$ cat config.mk
export PLATFORM = sky130hd
export DESIGN_NAME = div_seq
export DESIGN_NICKNAME = d
export VERILOG_FILES = /design/src/rtl/div_seq_pkg.sv /design/src/rtl/div_seq.sv
export SDC_FILE = /design/constraint.sdc
export NUM_CORES = 1
export LEC_CHECK = 0
export ABC_CLOCK_PERIOD_IN_PS = 6000
export CAP_MARGIN = 10
export CELL_PAD_IN_SITES_DETAIL_PLACEMENT = 1
export CELL_PAD_IN_SITES_GLOBAL_PLACEMENT = 2
export CORE_MARGIN = 5
export CORE_UTILIZATION = 36
export DETAILED_ROUTE_END_ITERATION = 12
export HOLD_SLACK_MARGIN = 0.02
export MAX_ROUTING_LAYER = met4
export PLACE_DENSITY_LB_ADDON = 0.25
export SKIP_CTS_REPAIR_TIMING = 1
export SLEW_MARGIN = 15
export SYNTH_ARGS = -nofsm -noshare
export SYNTH_HDL_FRONTEND = slang
export SYNTH_SLANG_ARGS = --single-unit
$ cat constraint.sdc
create_clock -name clk -period 6 [get_ports clk]
set_clock_uncertainty 0.15 [all_clocks]
set_input_delay 0.9 -clock clk [delete_from_list [all_inputs] [get_ports clk]]
set_output_delay 0.9 -clock clk [all_outputs]
set_load 0.01 [all_outputs]
$ cat src/rtl/div_seq_pkg.sv
// Shared definitions for the sequential divider.
// Holds the 2-bit FSM state encodings, the ready/start level names and the
// common ZeroWord/RstEnable constants used by div_seq and the EX stage.
package div_seq_pkg;

  // Divider FSM states, 2-bit encoding.
  typedef enum logic [1:0] {
    DivFree   = 2'b00,
    DivByZero = 2'b01,
    DivOn     = 2'b10,
    DivEnd    = 2'b11
  } div_state_t;

  localparam logic        DivResultReady    = 1'b1;
  localparam logic        DivResultNotReady = 1'b0;
  localparam logic        DivStart          = 1'b1;
  localparam logic        DivStop           = 1'b0;
  localparam logic [31:0] ZeroWord          = 32'h0000_0000;
  localparam logic        RstEnable         = 1'b1;

endpackage

$ cat src/rtl/div_seq.sv
// Multi-cycle 32-bit restoring divider, signed or unsigned.
// A request is accepted from FREE, runs 32 restoring steps (one quotient bit
// per cycle, MSB first) and presents {remainder, quotient} in END until the
// requester drops start_i. A zero divisor short-cuts through BYZERO with a
// zero result.
// Ports:
//   clk          rising-edge clock
//   rst          synchronous active-high reset
//   signed_div_i 1 = two's-complement divide, 0 = unsigned
//   opdata1_i    dividend
//   opdata2_i    divisor
//   start_i      divide request, held until ready_o is seen
//   annul_i      cancel the in-flight divide (pipeline flush)
//   result_o     {remainder[31:0], quotient[31:0]}, zero while not ready
//   ready_o      result_o valid
//   busy_o       any state other than FREE
module div_seq
  import div_seq_pkg::*;
(
  input  logic        clk,
  input  logic        rst,
  input  logic        signed_div_i,
  input  logic [31:0] opdata1_i,
  input  logic [31:0] opdata2_i,
  input  logic        start_i,
  input  logic        annul_i,
  output logic [63:0] result_o,
  output logic        ready_o,
  output logic        busy_o
);

  div_state_t  state, state_next;
  logic [5:0]  cnt, cnt_next;
  logic [64:0] shreg, shreg_next;
  logic [31:0] divisor, divisor_next;
  logic        neg_quot, neg_quot_next;
  logic        neg_rem, neg_rem_next;
  logic [63:0] result_next;
  logic        ready_next;

  logic [31:0] op1_mag, op2_mag;
  logic [32:0] trial;
  logic [31:0] quot_fix, rem_fix;

  // Shift register layout: [64:33] final remainder, [63:32] partial remainder
  // seen by the trial subtract, [31:0] quotient bits. It starts as
  // {32'b0, dividend, 1'b0} so the first shift presents dividend[31].
  always_comb begin
    op1_mag  = (signed_div_i && opdata1_i[31]) ? (~opdata1_i + 32'd1) : opdata1_i;
    op2_mag  = (signed_div_i && opdata2_i[31]) ? (~opdata2_i + 32'd1) : opdata2_i;
    trial    = {1'b0, shreg[63:32]} - {1'b0, divisor};
    quot_fix = neg_quot ? (~shreg[31:0] + 32'd1) : shreg[31:0];
    rem_fix  = neg_rem ? (~shreg[64:33] + 32'd1) : shreg[64:33];
  end

  // Next-state and datapath update; outputs are registered from these.
  always_comb begin
    state_next    = state;
    cnt_next      = cnt;
    shreg_next    = shreg;
    divisor_next  = divisor;
    neg_quot_next = neg_quot;
    neg_rem_next  = neg_rem;
    ready_next    = ready_o;
    result_next   = result_o;

    case (state)
      DivFree: begin
        ready_next  = DivResultNotReady;
        result_next = {ZeroWord, ZeroWord};
        if (start_i == DivStart && !annul_i) begin
          // Sign corrections are decided now from the original operands.
          neg_quot_next = signed_div_i && (opdata1_i[31] ^ opdata2_i[31]);
          neg_rem_next  = signed_div_i && opdata1_i[31];
          divisor_next  = op2_mag;
          cnt_next      = 6'd0;
          if (opdata2_i == ZeroWord) begin
            state_next = DivByZero;
            shreg_next = 65'd0;
          end else begin
            state_next = DivOn;
            shreg_next = {32'd0, op1_mag, 1'b0};
          end
        end
      end

      DivByZero: begin
        if (annul_i) begin
          state_next = DivFree;
        end else begin
          state_next  = DivEnd;
          ready_next  = DivResultReady;
          result_next = {ZeroWord, ZeroWord};
        end
      end

      DivOn: begin
        // Annul has priority, including over the final cnt==32 step.
        if (annul_i) begin
          state_next  = DivFree;
          cnt_next    = 6'd0;
          shreg_next  = 65'd0;
          ready_next  = DivResultNotReady;
          result_next = {ZeroWord, ZeroWord};
        end else if (cnt == 6'd32) begin
          state_next  = DivEnd;
          cnt_next    = 6'd0;
          ready_next  = DivResultReady;
          result_next = {rem_fix, quot_fix};
        end else begin
          // A borrow out of the 33-bit subtract means the divisor did not fit.
          if (trial[32]) begin
            shreg_next = {shreg[63:0], 1'b0};
          end else begin
            shreg_next = {trial[31:0], shreg[31:0], 1'b1};
          end
          cnt_next = cnt + 6'd1;
        end
      end

      DivEnd: begin
        if (start_i == DivStop) begin
          state_next  = DivFree;
          shreg_next  = 65'd0;
          ready_next  = DivResultNotReady;
          result_next = {ZeroWord, ZeroWord};
        end
      end

      default: begin
        state_next = DivFree;
      end
    endcase
  end

  // State and datapath registers.
  always_ff @(posedge clk) begin
    if (rst == RstEnable) begin
      state    <= DivFree;
      cnt      <= 6'd0;
      shreg    <= 65'd0;
      divisor  <= ZeroWord;
      neg_quot <= 1'b0;
      neg_rem  <= 1'b0;
      ready_o  <= DivResultNotReady;
      result_o <= {ZeroWord, ZeroWord};
    end else begin
      state    <= state_next;
      cnt      <= cnt_next;
      shreg    <= shreg_next;
      divisor  <= divisor_next;
      neg_quot <= neg_quot_next;
      neg_rem  <= neg_rem_next;
      ready_o  <= ready_next;
      result_o <= result_next;
    end
  end

  assign busy_o = (state != DivFree);

endmodule
==> out/metrics.yaml <==
clocking:
  cts_sinks: 172
  path_clk_slew_ns: 0.07
  tritoncts: "yes"
  cts-root-buf: "clkbuf_16"
  clock_path_buffers: 2
  clock_latency_ns: 0.45
  h-tree-depth: 4
  cts_buffers: 17
worst_setup_path:
  reg2reg_from: "shreg[32]"
  crit_chain: "inv_1, ha_1, fa_1, nand2b_1, a21o_1, a21oi_1, a31o_2, o211ai_1, a31oi_4, buf_4, mux2i_1, o21ai_0"
  crit_type: "reg -> reg"
  slowest_delay_ns: 0.57
  cp-start-kind: "register"
  crit_required_ns: 6.13
  arrival_ns: 4.01
  crit_buf_inv: 2
  critPathMaxFanout: 29
  crit_path_end_kind: "register"
  critPathTopFamily: "compound AO/OA/AOI/OAI gates"
  slowest_stage: "a31oi_4"
  crit_start: "shreg[32]"
die:
  die_h_um: 183
  die_w_um: 183
  initial_core_util_pct: 36.5
  ios: 135
  rows: 63
  core_um2: 29600
  die_area_um2: 33600
drt:
  wl_per_cell_um: 18.8
  vias: 10200
  ant_nets: 0
  first_pass_iters: 7
  wirelength_um: 34800
  drc_errors: 0
  routed_via_density: 5.51
  first_iter_violations: 640
status:
  status: "complete, no violations"
sta:
  final_max_slew_viol_count: 0
  rsz0062_at_grt: "no"
  slew_headroom_pct: 24.5
  final_min_period_over_clock_period_pct: 64.6
  min_period_ns: 3.88
  finalWorstSetupSlack_ns: 2.12
  setup_violations: 0
  hold_violations: 0
  clock.fmax_ghz: 0.258
  fin_setup_tns_ns: 0
  worst_pin_slew_ns: 1.13
finish:
  final_nets: 1556
  n_fill_cell: 3616
  final-seq-area_um2: 3440
  drive_gt1_share_pct: 5.63
  multiInputGateArea_um2: 6900
  num_antenna_cells: 0
  syn_to_final_growth_pct: 20.7
hold_path:
  hp-start: "result_o[29]"
  min-delay-path-class: "reg -> reg"
global_routing:
  grt_max_degree: 75
  grt.overflow.total: 0
  grt_pass1_wl_um: 56400
  grt_pass1_vias: 10200
  grt_usage_pct: 21.3
  antenna_found_initial: 0
logic_synthesis:
  yosys_most_used_dff: "dfxtp_1"
  yosysTopAreaCellShare_pct: 31.9
  ys_seq_elements: 172
  syn-num-nets: 1472
  synth_cells: 1359
  synth_area_leaders: "dfxtp_1, xnor2_1, nor2_1, ha_1, xor2_1"
  synth_edf_count: 0
  synthArstFlopShare_pct: 0
  syn_area_per_cell_um2: 7.95
  yosysWarnings: 0
  synth_area_um2: 10800
  yosysTopAreaCell: "dfxtp_1"
  synth_cell_types: 67
  yosysSeqAreaShare_pct: 31.9
run:
  maxCapViolations: 0
pwr:
  vdd_drop_max_uv: 214
  p_per_area_nw_per_um2: 346
  cellLeakagePower_nw: 4.83
placed_design:
  port_buffers: 134
  dpl.hpwl_um: 26100
  gp_congestion: 0.848
  pre_cts_ws_ns: 1.93
==> synthesized netlist by cell type, types with 7 or more instances <==
| master | count |
|---|---|
| a22oi_1 | 28 |
| xnor2_1 | 89 |
| a211oi_1 | 29 |
| mux2i_1 | 18 |
| o31ai_1 | 25 |
| dfxtp_1 | 172 |
| nand3_1 | 11 |
| o41ai_1 | 12 |
| ha_1 | 43 |
| a21oi_1 | 77 |
| clkbuf_1 | 65 |
| nand2b_1 | 11 |
| nand2_1 | 116 |
| a22o_1 | 32 |
| and2_1 | 7 |
| a311oi_1 | 7 |
| o21ai_0 | 88 |
| xor2_1 | 60 |
| and3_1 | 8 |
| inv_1 | 58 |
| buf_2 | 9 |
| or3_1 | 16 |
| a221oi_1 | 29 |
| nor3_1 | 56 |
| nor4_1 | 9 |
| nor2b_1 | 7 |
| or4_1 | 9 |
| a21o_1 | 9 |
| nor2_1 | 171 |
| nand4_1 | 9 |
==> final timing paths <==
path / slack [ns] / cells past startpoint / endpoint
setup / recovery: 2.12 / 12 / shreg[36]
hold / removal: 0.33 / 1 / result_o[29]
setup reg to reg: 2.12 / 12 / shreg[36]
hold reg to reg: 0.33 / 1 / result_o[29]
==> per-layer routing <==
layer,GRT usage [%],share of wire [%]
met3,2.90,3.4
met1,29.6,49
met4,4.62,1.4
met5,-,0
met2,33.1,46
==> layout make-up <==
type | count | share of cell area, %
Clock buffer | 21 | 3.61
Multi-Input combinational cell | 1050 | 52.9
Tap cell | 390 | 3.74
Clock inverter | 11 | 0.844
Timing Repair Buffer | 144 | 10.8
Inverter | 58 | 1.67
Sequential cell | 172 | 26.4
==> metrics by stage <==
stage	total power, mW	util (%)	instance area (um2)	instances	hold slack, ns
5_1_grt	4.85	44.0	13000	1846	0.351
4_1_cts	4.55	44.0	13000	1846	0.338
6_report	4.52	44.0	13000	1846	0.328
3_5_place_dp	3.41	42.0	12500	1814	0.320
2_1_floorplan	2.87	-	10800	1359	0.282
3_3_place_gp	3.38	42.0	12500	1814	0.314
==> registers in the layout (all words and copies together), names as in the netlist <==
signal and flops:
shreg 65, result_o 64, divisor 32, cnt 6
state 2, neg_quot 1, neg_rem 1, ready_o 1
==> worst reg2reg max path, delay by kind of cell (launching register included) <==
family / cells / cell delay, ns
AO/OA/AOI/OAI: 6 / 1.63
adder cells (fa/ha/maj): 2 / 0.59
buffers and inverters: 2 / 0.55
flip-flops: 1 / 0.36
multiplexers: 1 / 0.25
AND/OR/NAND/NOR: 1 / 0.20
==> placed cells by master, fill, tap and decap left out, types with 11 or more instances in the layout <==
cell type / instances
xor2_1: 60
o31ai_1: 25
dfxtp_1: 172
clkbuf_16: 17
clkdlybuf4s50_1: 133
nor2_1: 169
buf_4: 11
nand2_1: 116
nand3_1: 11
ha_1: 43
a211oi_1: 29
a22oi_1: 28
a221oi_1: 29
o41ai_1: 12
a22o_1: 32
o21ai_0: 88
nor3_1: 54
xnor2_1: 89
inv_1: 58
mux2i_1: 18
a21oi_1: 76
nand2b_1: 11
or3_1: 16
==> cell families (layout without fill, tap and decap cells) <==
| kind of cell | Yosys count | count (layout) | synth area share [%] |
|---|---|---|---|
| AO/OA/AOI/OAI | 382 | 382 | 24.3 |
| XOR/XNOR | 149 | 149 | 12.1 |
| adder cells (fa/ha/maj) | 44 | 44 | 5.16 |
| buffers and inverters | 137 | 234 | 4.86 |
| flip-flops | 172 | 172 | 31.9 |
| multiplexers | 18 | 18 | 1.67 |
| AND/OR/NAND/NOR | 457 | 457 | 20.1 |
==> power breakdown <==
group          internal (mW)  leakage, nW  switching, mW
registers               1.31         1.40          0.230
logic                  0.719         3.15           1.15
clock network          0.610        0.277          0.501
No activity file was read; power rests on OpenSTA's default activity.
